### src/rtl/stack_unit.sv
`default_nettype none
// ============================================================================
// Module      : stack_unit
// Description : Hardware LIFO stack for the PUSH/POP instructions of the
//               pipelined MIPS core. It sits in the memory stage and returns
//               the top-of-stack word to the datapath's memory-source mux.
//               It tracks occupancy and keeps sticky overflow/underflow flags.
//
// Ports       :
//   CLK            in   system clock, rising edge
//   RST            in   asynchronous active-low reset
//   PushM          in   push strobe (memory stage)
//   PopM           in   pop strobe (memory stage)
//   WriteData      in   [WIDTH]  word to push (memory-stage store data)
//   ErrClr         in   synchronous clear of Overflow/Underflow
//   StackReadData  out  [WIDTH]  current top of stack, 0 when empty (comb.)
//   Count          out  [$clog2(DEPTH)+1]  valid entries, 0..DEPTH
//   Full           out  Count == DEPTH
//   Empty          out  Count == 0
//   Overflow       out  sticky, push rejected while full
//   Underflow      out  sticky, pop while empty
//
// Revision    : 1.0 - initial release
// ============================================================================
module stack_unit #(
    parameter int WIDTH = 32,
    parameter int DEPTH = 16
) (
    input  logic                       CLK,
    input  logic                       RST,
    input  logic                       PushM,
    input  logic                       PopM,
    input  logic [WIDTH-1:0]           WriteData,
    input  logic                       ErrClr,
    output logic [WIDTH-1:0]           StackReadData,
    output logic [$clog2(DEPTH):0]     Count,
    output logic                       Full,
    output logic                       Empty,
    output logic                       Overflow,
    output logic                       Underflow
);

    localparam int AW = $clog2(DEPTH);
    localparam logic [AW:0] c_DEPTH = (AW+1)'(DEPTH);

    logic [WIDTH-1:0] r_mem [DEPTH];
    logic [AW:0]      r_count;
    logic             r_overflow;
    logic             r_underflow;

    logic             w_full;
    logic             w_empty;
    logic [AW-1:0]    w_top_idx;
    logic [AW-1:0]    w_wr_idx;
    logic             w_wr_en;
    logic             w_inc;
    logic             w_dec;
    logic             w_ovf_set;
    logic             w_unf_set;

    assign w_full  = (r_count == c_DEPTH);
    assign w_empty = (r_count == '0);

    // Low bits of Count minus one; when Count == DEPTH the low bits are zero
    // and the subtraction wraps to DEPTH-1, which is exactly the top slot.
    assign w_top_idx = r_count[AW-1:0] - AW'(1);

    // Write happens on a plain push that fits, or on any push+pop
    // (replace-top when non-empty, write slot 0 when empty).
    assign w_wr_en  = PushM & (PopM | ~w_full);
    assign w_wr_idx = (PopM & ~w_empty) ? w_top_idx : r_count[AW-1:0];

    // Push+pop on an empty stack behaves as a push (Count 0 -> 1).
    assign w_inc = PushM & ~w_full & (~PopM | w_empty);
    assign w_dec = PopM & ~PushM & ~w_empty;

    assign w_ovf_set = PushM & ~PopM & w_full;
    assign w_unf_set = PopM & w_empty;

    // Storage is deliberately not reset.
    always_ff @(posedge CLK) begin
        if (w_wr_en) begin
            r_mem[w_wr_idx] <= WriteData;
        end
    end

    always_ff @(posedge CLK or negedge RST) begin
        if (!RST) begin
            r_count     <= '0;
            r_overflow  <= 1'b0;
            r_underflow <= 1'b0;
        end else begin
            if (w_inc) begin
                r_count <= r_count + (AW+1)'(1);
            end else if (w_dec) begin
                r_count <= r_count - (AW+1)'(1);
            end

            // A new error event in the same cycle as ErrClr keeps the flag set.
            if (w_ovf_set) begin
                r_overflow <= 1'b1;
            end else if (ErrClr) begin
                r_overflow <= 1'b0;
            end

            if (w_unf_set) begin
                r_underflow <= 1'b1;
            end else if (ErrClr) begin
                r_underflow <= 1'b0;
            end
        end
    end

    // Not gated by PopM so the datapath can latch the popped word in the
    // same cycle the pop strobe is high.
    assign StackReadData = w_empty ? '0 : r_mem[w_top_idx];
    assign Count         = r_count;
    assign Full          = w_full;
    assign Empty         = w_empty;
    assign Overflow      = r_overflow;
    assign Underflow     = r_underflow;

endmodule
`default_nettype wire

### config.mk
export PLATFORM = sky130hd
export DESIGN_NAME = stack_unit
export DESIGN_NICKNAME = d
export VERILOG_FILES = /design/src/rtl/stack_unit.sv
export SDC_FILE = /design/constraint.sdc
export NUM_CORES = 1
export LEC_CHECK = 0
export CAP_MARGIN = 20
export CELL_PAD_IN_SITES_DETAIL_PLACEMENT = 0
export CELL_PAD_IN_SITES_GLOBAL_PLACEMENT = 1
export CORE_UTILIZATION = 49
export CTS_CLUSTER_DIAMETER = 80
export CTS_CLUSTER_SIZE = 20
export DETAILED_ROUTE_END_ITERATION = 8
export MAX_ROUTING_LAYER = met4
export PLACE_DENSITY_LB_ADDON = 0.1
export RECOVER_POWER = 100
export SYNTH_ARGS = -nofsm -noshare
export SYNTH_HDL_FRONTEND = slang
export SYNTH_SLANG_ARGS = --single-unit
### constraint.sdc
create_clock -name CLK -period 3.9 [get_ports CLK]
set_clock_uncertainty 0.1 [all_clocks]
set_input_delay 0.975 -clock CLK [delete_from_list [all_inputs] [get_ports CLK]]
set_output_delay 0.975 -clock CLK [all_outputs]
set_load 0.02 [all_outputs]
==> qor.yml, run 1 <==
yosys:
  avgSynthCellArea_um2: 22.6
  synth_mux_area_frac: 0.147
  synth_compound_area_frac: 0.0385
  synth_top_area_cell: "edfxtp_1"
  netlist_area_um2: 19900
  ys_seq_elements: 519
  syn_nets: 923
  synth_top_family_by_area: "multiplexers"
  yosys.area_share.simple: 0.0130
  yosysUniqueCellTypes: 39
  netlist.area_leader.share: 0.773
  synth_flop_cell: "edfxtp_1"
  async_reset_ff_frac: 0.0135
  synth-adder-area-share: 0.00415
  synth-edff-count: 512
  synthXorXnorAreaFrac: 0.00264
  yosysWarnings: 0
  synthTopCellsByArea: "edfxtp_1 (77%), mux4_2 (14%), a22oi_1 (2.4%)"
  synth_cells: 880
  seq_area_frac_synth: 0.782
timing:
  rsz0062_at_grt: "true"
  min_period_ns: 3.85
  slew-limit-headroom: 0.305
  clock.fmax_ghz: 0.260
  setup_viol_count_final: 0
  hold_viol: 0
  worst_slew_pin_slew_ns: 1.04
  min_period_over_period: 0.986
  setup-tns-final_ns: 0
  finalMaxSlewViolations: 0
worst_setup_path:
  slowest_stage: "or4_4"
  crit_path_frequent_cell: "buf_4"
  crit_fanout: 8
  rr_worst_depth: 12
  cp-start-kind: "flop"
  critPathTopFamily: "buffers and inverters"
  critPathCaptureType: "output pin"
  reg2reg_from: "Count[0]"
  critPathArrivalTime_ns: 2.77
  cp.required_ns: 2.82
  crit_buf_inv: 4
  r2r_end: "Count[3]"
  path_cells: "buf_6 > o21a_4 > or4_4 > o21ai_4 > buf_4 > buf_16 > a22oi_1 > a21oi_2 > buf_4"
  critical-path-max-stage-delay_ns: 0.49
  path_class: "reg2out"
  ff2ff_setup_slack_ns: 0.24
placement:
  place_inst: 1492
  dp_hpwl_mm: 24.7
  port_buffers: 77
  place_congestion: 0.763
cts:
  cts_buffer_depth: 3
  clk_pin_slew_ns: 0.08
  cts_root_buffer: "clkbuf_16"
  cts_hold_buf: 0
  clk_latency_ns: 0.59
  cts_buffers: 30
  htree_levels: 1
  clock_sink_count: 519
  cts_tree: "yes"
power_and_ir_drop:
  switching_share: 0.354
  power_frac_comb: 0.483
  p_leak_nw: 7.27
  seqPwrFrac: 0.360
  power_density_nw_per_um2: 841
  p_total_w: 0.0194
  p_int_w: 0.0126
  p_sw_w: 0.00688
  clkPwrFrac: 0.158
  peakVddDrop_mv: 0.492
die:
  fp.coreArea_um2: 39900
  rows: 73
  die_height_um: 203
  die_area_um2: 41400
  die_width_um: 203
  start_util: 0.498
  io_pins: 78
detailed_routing:
  drt-pass1-iter-count: 4
  wire_per_inst_um: 29.3
  drtIter0Drc: 698
  wirelength_mm: 45.8
  routed_via_density: 6.12
  ant_nets: 0
  drc: 0
  via_count: 9566
global_routing:
  grt_pass1_vias: 9853
  grt_max_degree: 51
  grt_overflow_total: 0
  antenna_found_initial: 2
  globalRouteTotalUtil: 0.227
  grt_pass1_wl_mm: 65.2
worst_hold_path:
  hold_path.class: "reg2reg"
  holdPathEnd: "Underflow"
  hp-start: "Underflow"
  min_delay_path_depth: 2
final_layout:
  final_common_cell: "edfxtp_1"
  final_nets: 1077
  n_fill_cell: 2865
  final_cell_mix: "edfxtp_1 (512), mux4_2 (128), a22oi_1 (54), buf_4 (47), dlygate4sd3_1 (41)"
  multi_input_area_um2: 4370
  stdcell_count: 1563
  register_area_um2: 15600
  syn_to_final_growth_pct: 16.2
  drive_gt1_frac: 0.330
run:
  maxCapViolCount: 0
run_status:
  status: "complete, no violations"
-- flip-flops by register name, indices dropped and copies added (netlist names) --
register and cells:
Overflow 1, r_mem 512, Underflow 1, Count 5
-- how the worst max path moves through the flow --
stage | depth (start not counted) | start | to
4_1_cts | 9 | Count[0] | StackReadData[25]
5_1_grt | 6 | Count[0] | StackReadData[25]
6_report | 9 | Count[1] | StackReadData[15]
3_5_place_dp | 8 | Count[0] | StackReadData[25]
2_1_floorplan | 9 | Count[0] | r_mem[12][0]
3_3_place_gp | 7 | Count[0] | StackReadData[25]
-- through the flow --
step | utilization | cell area [um^2] | hold slack, ns | setup slack [ns]
after detailed placement | 0.551 | 22000 | 0.421 | 0.0760
after CTS | 0.574 | 22900 | 0.432 | -0.0212
after floorplan | - | 20000 | 0.506 | -0.229
after global routing | 0.579 | 23100 | 0.449 | -0.0452
after global placement | 0.551 | 22000 | 0.408 | 0.119
final | 0.579 | 23100 | 0.432 | 0.0536
-- cells in the mapped netlist, types with 4 or more instances --
| library cell | instances |
|---|---|
| nand2_1 | 9 |
| buf_2 | 17 |
| edfxtp_1 | 512 |
| inv_1 | 8 |
| ha_1 | 5 |
| dfrtp_1 | 7 |
| a31oi_1 | 4 |
| nor3_1 | 6 |
| mux4_2 | 128 |
| a21oi_1 | 35 |
| a22oi_1 | 64 |
| xnor2_1 | 5 |
| clkbuf_1 | 23 |
| buf_4 | 6 |
| nor2_1 | 20 |
-- worst min-delay path: cells and delay by family, from the launching register on --
family	cells	cell delay [ns]
buffers and inverters	1	0.05
AOI/OAI and AO/OA	1	0.06
DFF	1	0.38
-- layout make-up --
type / instances / share of cell area
clock buffers: 30 / 0.0325
well taps: 525 / 0.0284
flip-flops and latches: 519 / 0.673
multi-input cells: 305 / 0.189
inverters: 8 / 0.00130
repair buffers: 170 / 0.0738
clock inverters: 4 / 0.00200
diodes: 2 / 0.000217
-- power by group through the flow --
stage	sequential (W)	clock [W]	combinational [W]
after floorplan	0.00710	0	0.00517
after global placement	0.00706	0	0.00852
after detailed placement	0.00711	0	0.00860
after CTS	0.00697	0.00313	0.00882
after global routing	0.00704	0.00332	0.00993
final	0.00699	0.00306	0.00938
-- per-layer routing --
layer	vias up	track usage	routed length, um
met5	-	-	0
li1	4046	-	-
met3	49	0.0268	2110
met1	5205	0.315	20000
met2	266	0.368	22900
met4	0	0.0456	830
-- cell families (layout without fill, tap and decap cells) --
group	after synthesis	after routing
AOI/OAI and AO/OA	114	114
muxes	132	132
xor gates and xnor gates	6	6
and+or+nand+nor	47	47
adders and majority gates	6	6
buffers and inverters	56	212
other	0	2
DFF	519	519
-- repair_timing --
item                       CTS  global route
gates cloned                 3             7
setup endpoints to repair   32            32
pin swaps                    2             8
gates resized for setup    154            37
buffers inserted            12            13
Note: power is estimated with default switching activity, not from simulation.
==> run 2: changes to the inputs <==
- CORE_UTILIZATION: 49 -> 42
==> qor.yml, run 2 (same netlist as run 1, synthesis figures left out) <==
run_status:
  status: "finished with violations"
  violations: "DRC"
detailed_routing:
  via_count: 9503  # -0.66%
  drc: 10  # +10
  routed_via_density: 5.71  # -6.7%
  wirelength_mm: 47.2  # +3.1%
  dr_wl_met2_mm: 22.7  # -1.1%
  drt-pass1-iter-count: 7  # +3
  dr_wl_met3_mm: 1.93  # -8.9%
  ant_nets: 0  # unchanged
  wire_per_inst_um: 28.4  # -3.2%
  wl_met1_mm: 21.7  # +8.8%
  drtIter0Drc: 830  # +19%
  top_layer: "met4"
global_routing:
  grt_pass1_vias: 9814  # -0.40%
  grt_overflow_total: 0  # unchanged
  antenna_found_initial: 1  # -1
  grt_pass1_wl_mm: 68.4  # +5.0%
  grt_max_degree: 66  # +29%
  globalRouteTotalUtil: 0.205  # -0.0216
die:
  die_width_um: 220  # +7.9%
  start_util: 0.426  # -0.0720
  die_area_um2: 48200  # +16%
  fp.coreArea_um2: 46700  # +17%
  io_pins: 78  # unchanged
  rows: 79  # +8.2%
  die_height_um: 220  # +7.9%
timing:
  min_period_ns: 3.80  # -0.0422 ns
  min_period_over_period: 0.975  # -0.0108
  clock.fmax_ghz: 0.263  # +1.1%
  worst_slew_pin_slew_ns: 1.03  # -0.00492 ns
  slew-limit-headroom: 0.308  # +0.00330
  rsz0062_at_grt: "true"
  hold_viol: 0  # unchanged
  setup_viol_count_final: 0  # unchanged
  finalMaxSlewViolations: 0  # unchanged
final_layout:
  largest_reg_flops: 512  # unchanged
  drive_gt1_frac: 0.374  # +0.0436
  top_register: "r_mem"
  final_nets: 1097  # +1.9%
  final_cell_mix: "edfxtp_1 (512), mux4_2 (128), buf_4 (70), a22oi_2 (35)"
  final_common_cell: "edfxtp_1"
  stdcell_count: 1665  # +6.5%
  final_area_um2: 23800  # +3.1%
  syn_to_final_growth_pct: 19.8
placement:
  place_inst: 1591  # +6.6%
  port_buffers: 77  # unchanged
  postPlaceCellArea_um2: 22300  # +1.6%
  place_congestion: 0.717  # -6.0%
  dp_hpwl_mm: 25.6  # +3.4%
cts:
  cts_tree: "yes"
  cts_buffer_depth: 3  # unchanged
  cts_buffers: 30  # unchanged
  htree_levels: 1  # unchanged
  cts_root_buffer: "clkbuf_16"
  clock_sink_count: 519  # unchanged
  cts_hold_buf: 0  # unchanged
  clk_pin_slew_ns: 0.08  # about the same
  clk_latency_ns: 0.59  # about the same
power_and_ir_drop:
  switching_share: 0.354  # +0.000591
  seqPwrFrac: 0.344  # -0.016
  power_density_nw_per_um2: 849  # +1.0%
  p_sw_w: 0.00717  # +4.3%
  peakVddDrop_mv: 0.576  # +17%
  clkPwrFrac: 0.153  # -0.005
  p_leak_nw: 7.47  # +2.7%
  p_int_w: 0.0131  # +4.1%
  p_total_w: 0.0202  # +4.2%
  power_frac_comb: 0.503  # +0.020
worst_setup_path:
  crit_buf_inv: 6  # +2
  critPathCaptureType: "output pin"
  path_class: "reg2out"
  cp-start-kind: "flop"
  slowest_stage: "dfrtp_4"
  crit_fanout: 7  # -1
  critical-path-max-stage-delay_ns: 0.52  # +0.03 ns
  critPathTopFamily: "buffers and inverters"
  cp.required_ns: 2.82  # about the same
  crit_path_frequent_cell: "buf_16"
  critPathArrivalTime_ns: 2.73  # -0.04 ns
  path_cells: "inv_2 > buf_6 > ha_4 > buf_12 > buf_16 > buf_16 > mux4_2 > a22oi_2 > a21oi_2 > buf_4"
run:
  maxCapViolCount: 0  # unchanged
worst_hold_path:
  hold_path.class: "reg2reg"
run 2: cell count changes in the layout (fill, tap and decap cells not counted), moves of 3 or more:
cell / change
buf_2: +11
dlygate4sd3_1: -8
buf_6: +6
clkdlybuf4s50_1: +8
a22oi_2: +25
buf_16: +3
clkbuf_2: -35
buf_4: +23
buf_12: +16
nor2_4: +3
clkbuf_16: -3
a22oi_1: -25
run 2: worst reg2reg max path: cells and delay by family, from the launching register on:
family	cells	cell delay (ns)
flops	1	0.52
compound gates	1	0.74
fa+ha+maj	1	0.13
simple gates	4	0.79
buf+inv	5	0.90
run 2: metrics by stage:
| step | hold slack [ns] | utilization | TNS [ns] | worst slack [ns] |
|---|---|---|---|---|
| 3_3_place_gp | 0.417 | 0.479 | 0 | 0.0568 |
| 4_1_cts | 0.450 | 0.505 | 0 | 0.0114 |
| 3_5_place_dp | 0.427 | 0.479 | 0 | 0.0549 |
| 2_1_floorplan | 0.506 | - | -87.01 | -0.229 |
| 5_1_grt | 0.462 | 0.511 | -0.00688 | -0.00297 |
| 6_report | 0.438 | 0.511 | 0 | 0.0958 |
run 2: metal layers:
layer  track usage  vias to the layer above
met5             -                        -
met4        0.0347                        0
met3        0.0221                       53
met2         0.320                      215
met1         0.299                     5153
li1              -                     4082
run 2: path summary, 6_finish.rpt:
check / from / end / slack, ns / depth (start not counted)
setup / recovery: Count[0] / StackReadData[9] / 0.1 / 10
hold / removal: Underflow / Underflow / 0.44 / 2
setup reg to reg: Count[0] / r_mem[2][19] / 0.43 / 11
hold reg to reg: Underflow / Underflow / 0.44 / 2
max in group asynchronous: RST / Count[0] / 2.77 / 1
min in group asynchronous: RST / Underflow / 0.63 / 1
run 2: power by group through the flow:
| stage | clock network (W) | logic, W | registers [W] |
|---|---|---|---|
| 2_1_floorplan | 0 | 0.00517 | 0.00710 |
| 3_3_place_gp | 0 | 0.00913 | 0.00707 |
| 3_5_place_dp | 0 | 0.00910 | 0.00710 |
| 4_1_cts | 0.00319 | 0.00991 | 0.00697 |
| 5_1_grt | 0.00334 | 0.0108 | 0.00702 |
| 6_report | 0.00310 | 0.0102 | 0.00697 |
run 2: layout make-up:
class / instances / area, um^2
Inverter: 8 / 30.0
Antenna cell: 1 / 2.50
Clock buffer: 31 / 754
Sequential cell: 519 / 15600
Fill cell: 3740 / 22800
Clock inverter: 4 / 41.3
Tap cell: 607 / 759
Timing Repair Buffer: 190 / 2170
Multi-Input combinational cell: 305 / 4520
run 2: repair_timing:
action | in CTS | in global routing
gates cloned | 4 | 3
endpoints found under the setup margin | 33 | 32
setup buffers | 19 | 13
pin swaps | 15 | 9
resized for setup | 189 | 35
==> run 3: changes to the inputs <==
- SKIP_LAST_GASP: default -> 1
==> qor.yml, run 3 (same netlist as run 1, synthesis figures left out) <==
final_layout:
  largest_reg_flops: 512  # unchanged
  final_nets: 1094  # -0.27%
  final_common_cell: "edfxtp_1"
  final_cell_mix: "edfxtp_1 (512), mux4_2 (128), buf_4 (77), dlygate4sd3_1 (33)"
  final_area_um2: 23800  # -0.30%
  stdcell_count: 1662  # -0.18%
  top_register: "r_mem"
  syn_to_final_growth_pct: 19.5
  drive_gt1_frac: 0.369  # -0.00463
die:
  io_pins: 78  # unchanged
  die_height_um: 220  # unchanged
  fp.coreArea_um2: 46700  # unchanged
  rows: 79  # unchanged
  die_area_um2: 48200  # unchanged
  die_width_um: 220  # unchanged
  start_util: 0.426  # unchanged
power_and_ir_drop:
  p_leak_nw: 7.44  # -0.40%
  power_density_nw_per_um2: 849  # about the same
  p_total_w: 0.0202  # -0.34%
  peakVddDrop_mv: 0.622  # +8.0%
worst_setup_path:
  cp-start-kind: "flop"
  crit_fanout: 6  # -1
  slowest_stage: "dfrtp_4"
  critPathArrivalTime_ns: 2.76  # +0.03 ns
  path_class: "reg2out"
  critPathCaptureType: "output pin"
  path_cells: "inv_2 > buf_6 > ha_4 > buf_12 > buf_16 > buf_4 > mux4_2 > a22oi_1 > a21oi_2 > buf_4"
  crit_path_frequent_cell: "buf_4"
  crit_buf_inv: 6  # unchanged
  critPathTopFamily: "buffers and inverters"
  critical-path-max-stage-delay_ns: 0.52  # about the same
  cp.required_ns: 2.82  # about the same
placement:
  place_inst: 1591  # unchanged
  place_congestion: 0.717  # unchanged
  port_buffers: 77  # unchanged
  dp_hpwl_mm: 25.6  # unchanged
  postPlaceCellArea_um2: 22300  # unchanged
detailed_routing:
  drtIter0Drc: 781  # -5.9%
  wirelength_mm: 47.3  # +0.16%
  ant_nets: 0  # unchanged
  drc: 10  # unchanged
  drt-pass1-iter-count: 7  # unchanged
  routed_via_density: 5.75  # +0.76%
  wire_per_inst_um: 28.5  # +0.34%
  via_count: 9558  # +0.58%
global_routing:
  grt_overflow_total: 0  # unchanged
  antenna_found_initial: 1  # unchanged
  globalRouteTotalUtil: 0.205  # unchanged
  grt_pass1_vias: 9814  # unchanged
  grt_max_degree: 66  # unchanged
  grt_pass1_wl_mm: 68.4  # unchanged
timing:
  finalMaxSlewViolations: 0  # unchanged
  rsz0062_at_grt: "true"
  setup-tns-final_ns: 0  # unchanged
  setup_viol_count_final: 0  # unchanged
  min_period_ns: 3.83  # +0.0306 ns
  worst_slew_pin_slew_ns: 1.04  # +0.00338 ns
  hold_viol: 0  # unchanged
  min_period_over_period: 0.983  # +0.00784
  slew-limit-headroom: 0.306  # -0.00226
  clock.fmax_ghz: 0.261  # -0.80%
cts:
  htree_levels: 1  # unchanged
  cts_buffers: 30  # unchanged
  cts_root_buffer: "clkbuf_16"
  cts_tree: "yes"
  clk_pin_slew_ns: 0.08  # about the same
  cts_buffer_depth: 3  # unchanged
  clk_latency_ns: 0.59  # about the same
  clock_sink_count: 519  # unchanged
worst_hold_path:
  hold_path.class: "reg2reg"
run:
  maxCapViolCount: 0  # unchanged
run_status:
  violations: "DRC"
  status: "finished with violations"
run 3: power by group:
group	leakage, nW	internal, W	switching (W)	total [W]
combinational	2.33	0.00482	0.00529	0.0101
clock	0.392	0.00139	0.00171	0.00310
sequential	4.71	0.00682	0.000150	0.00697
total	7.44	0.0130	0.00715	0.0202
run 3: final timing paths:
path,start,slack (ns),to,cells past startpoint
setup / recovery,Count[0],0.07,StackReadData[4],10
hold / removal,Underflow,0.44,Underflow,2
setup reg to reg,Count[0],0.42,r_mem[2][19],11
hold reg to reg,Underflow,0.44,Underflow,2
max in group asynchronous,RST,2.78,Count[0],1
min in group asynchronous,RST,0.62,Underflow,1
run 3: metal layers:
metal  global-route usage  share of wire  vias to the layer above
met1                0.299           0.47                     5216
met3               0.0221          0.039                       50
met5                    -              0                        -
met2                0.320           0.48                      223
li1                     -              -                     4069
met4               0.0347          0.017                        0
run 3: final cells by class:
class	instances	area (um^2)
Sequential cell	519	15600
Fill cell	3749	22900
Timing Repair Buffer	187	2120
Inverter	8	30.0
Clock inverter	4	41.3
Clock buffer	31	754
Antenna cell	1	2.50
Tap cell	607	759
Multi-Input combinational cell	305	4500
run 3: worst reg2reg max path, delay by kind of cell, from the launching register on:
kind                       cells  cell delay [ns]
and+or+nand+nor                4             0.77
buffers and inverters          5             0.92
DFF                            1             0.52
adders and majority gates      1             0.13
AOI/OAI and AO/OA              1             0.75
run 3: timing repair:
item | in CTS | in global routing
gates resized for setup | 187 | 34
pin swaps | 15 | 13
endpoints found under the setup margin | 33 | 32
hold buffers | 0 | 0
cloned | 4 | 2
setup buffers | 19 | 11
run 3: metrics by stage:
step                      worst slack [ns]  hold slack [ns]   util
final                               0.0652            0.438  0.509
after global routing               -0.0365            0.462  0.509
after CTS                         -0.00688            0.450  0.505
after detailed placement            0.0549            0.427  0.479
after global placement              0.0568            0.417  0.479
after floorplan                     -0.229            0.506      -
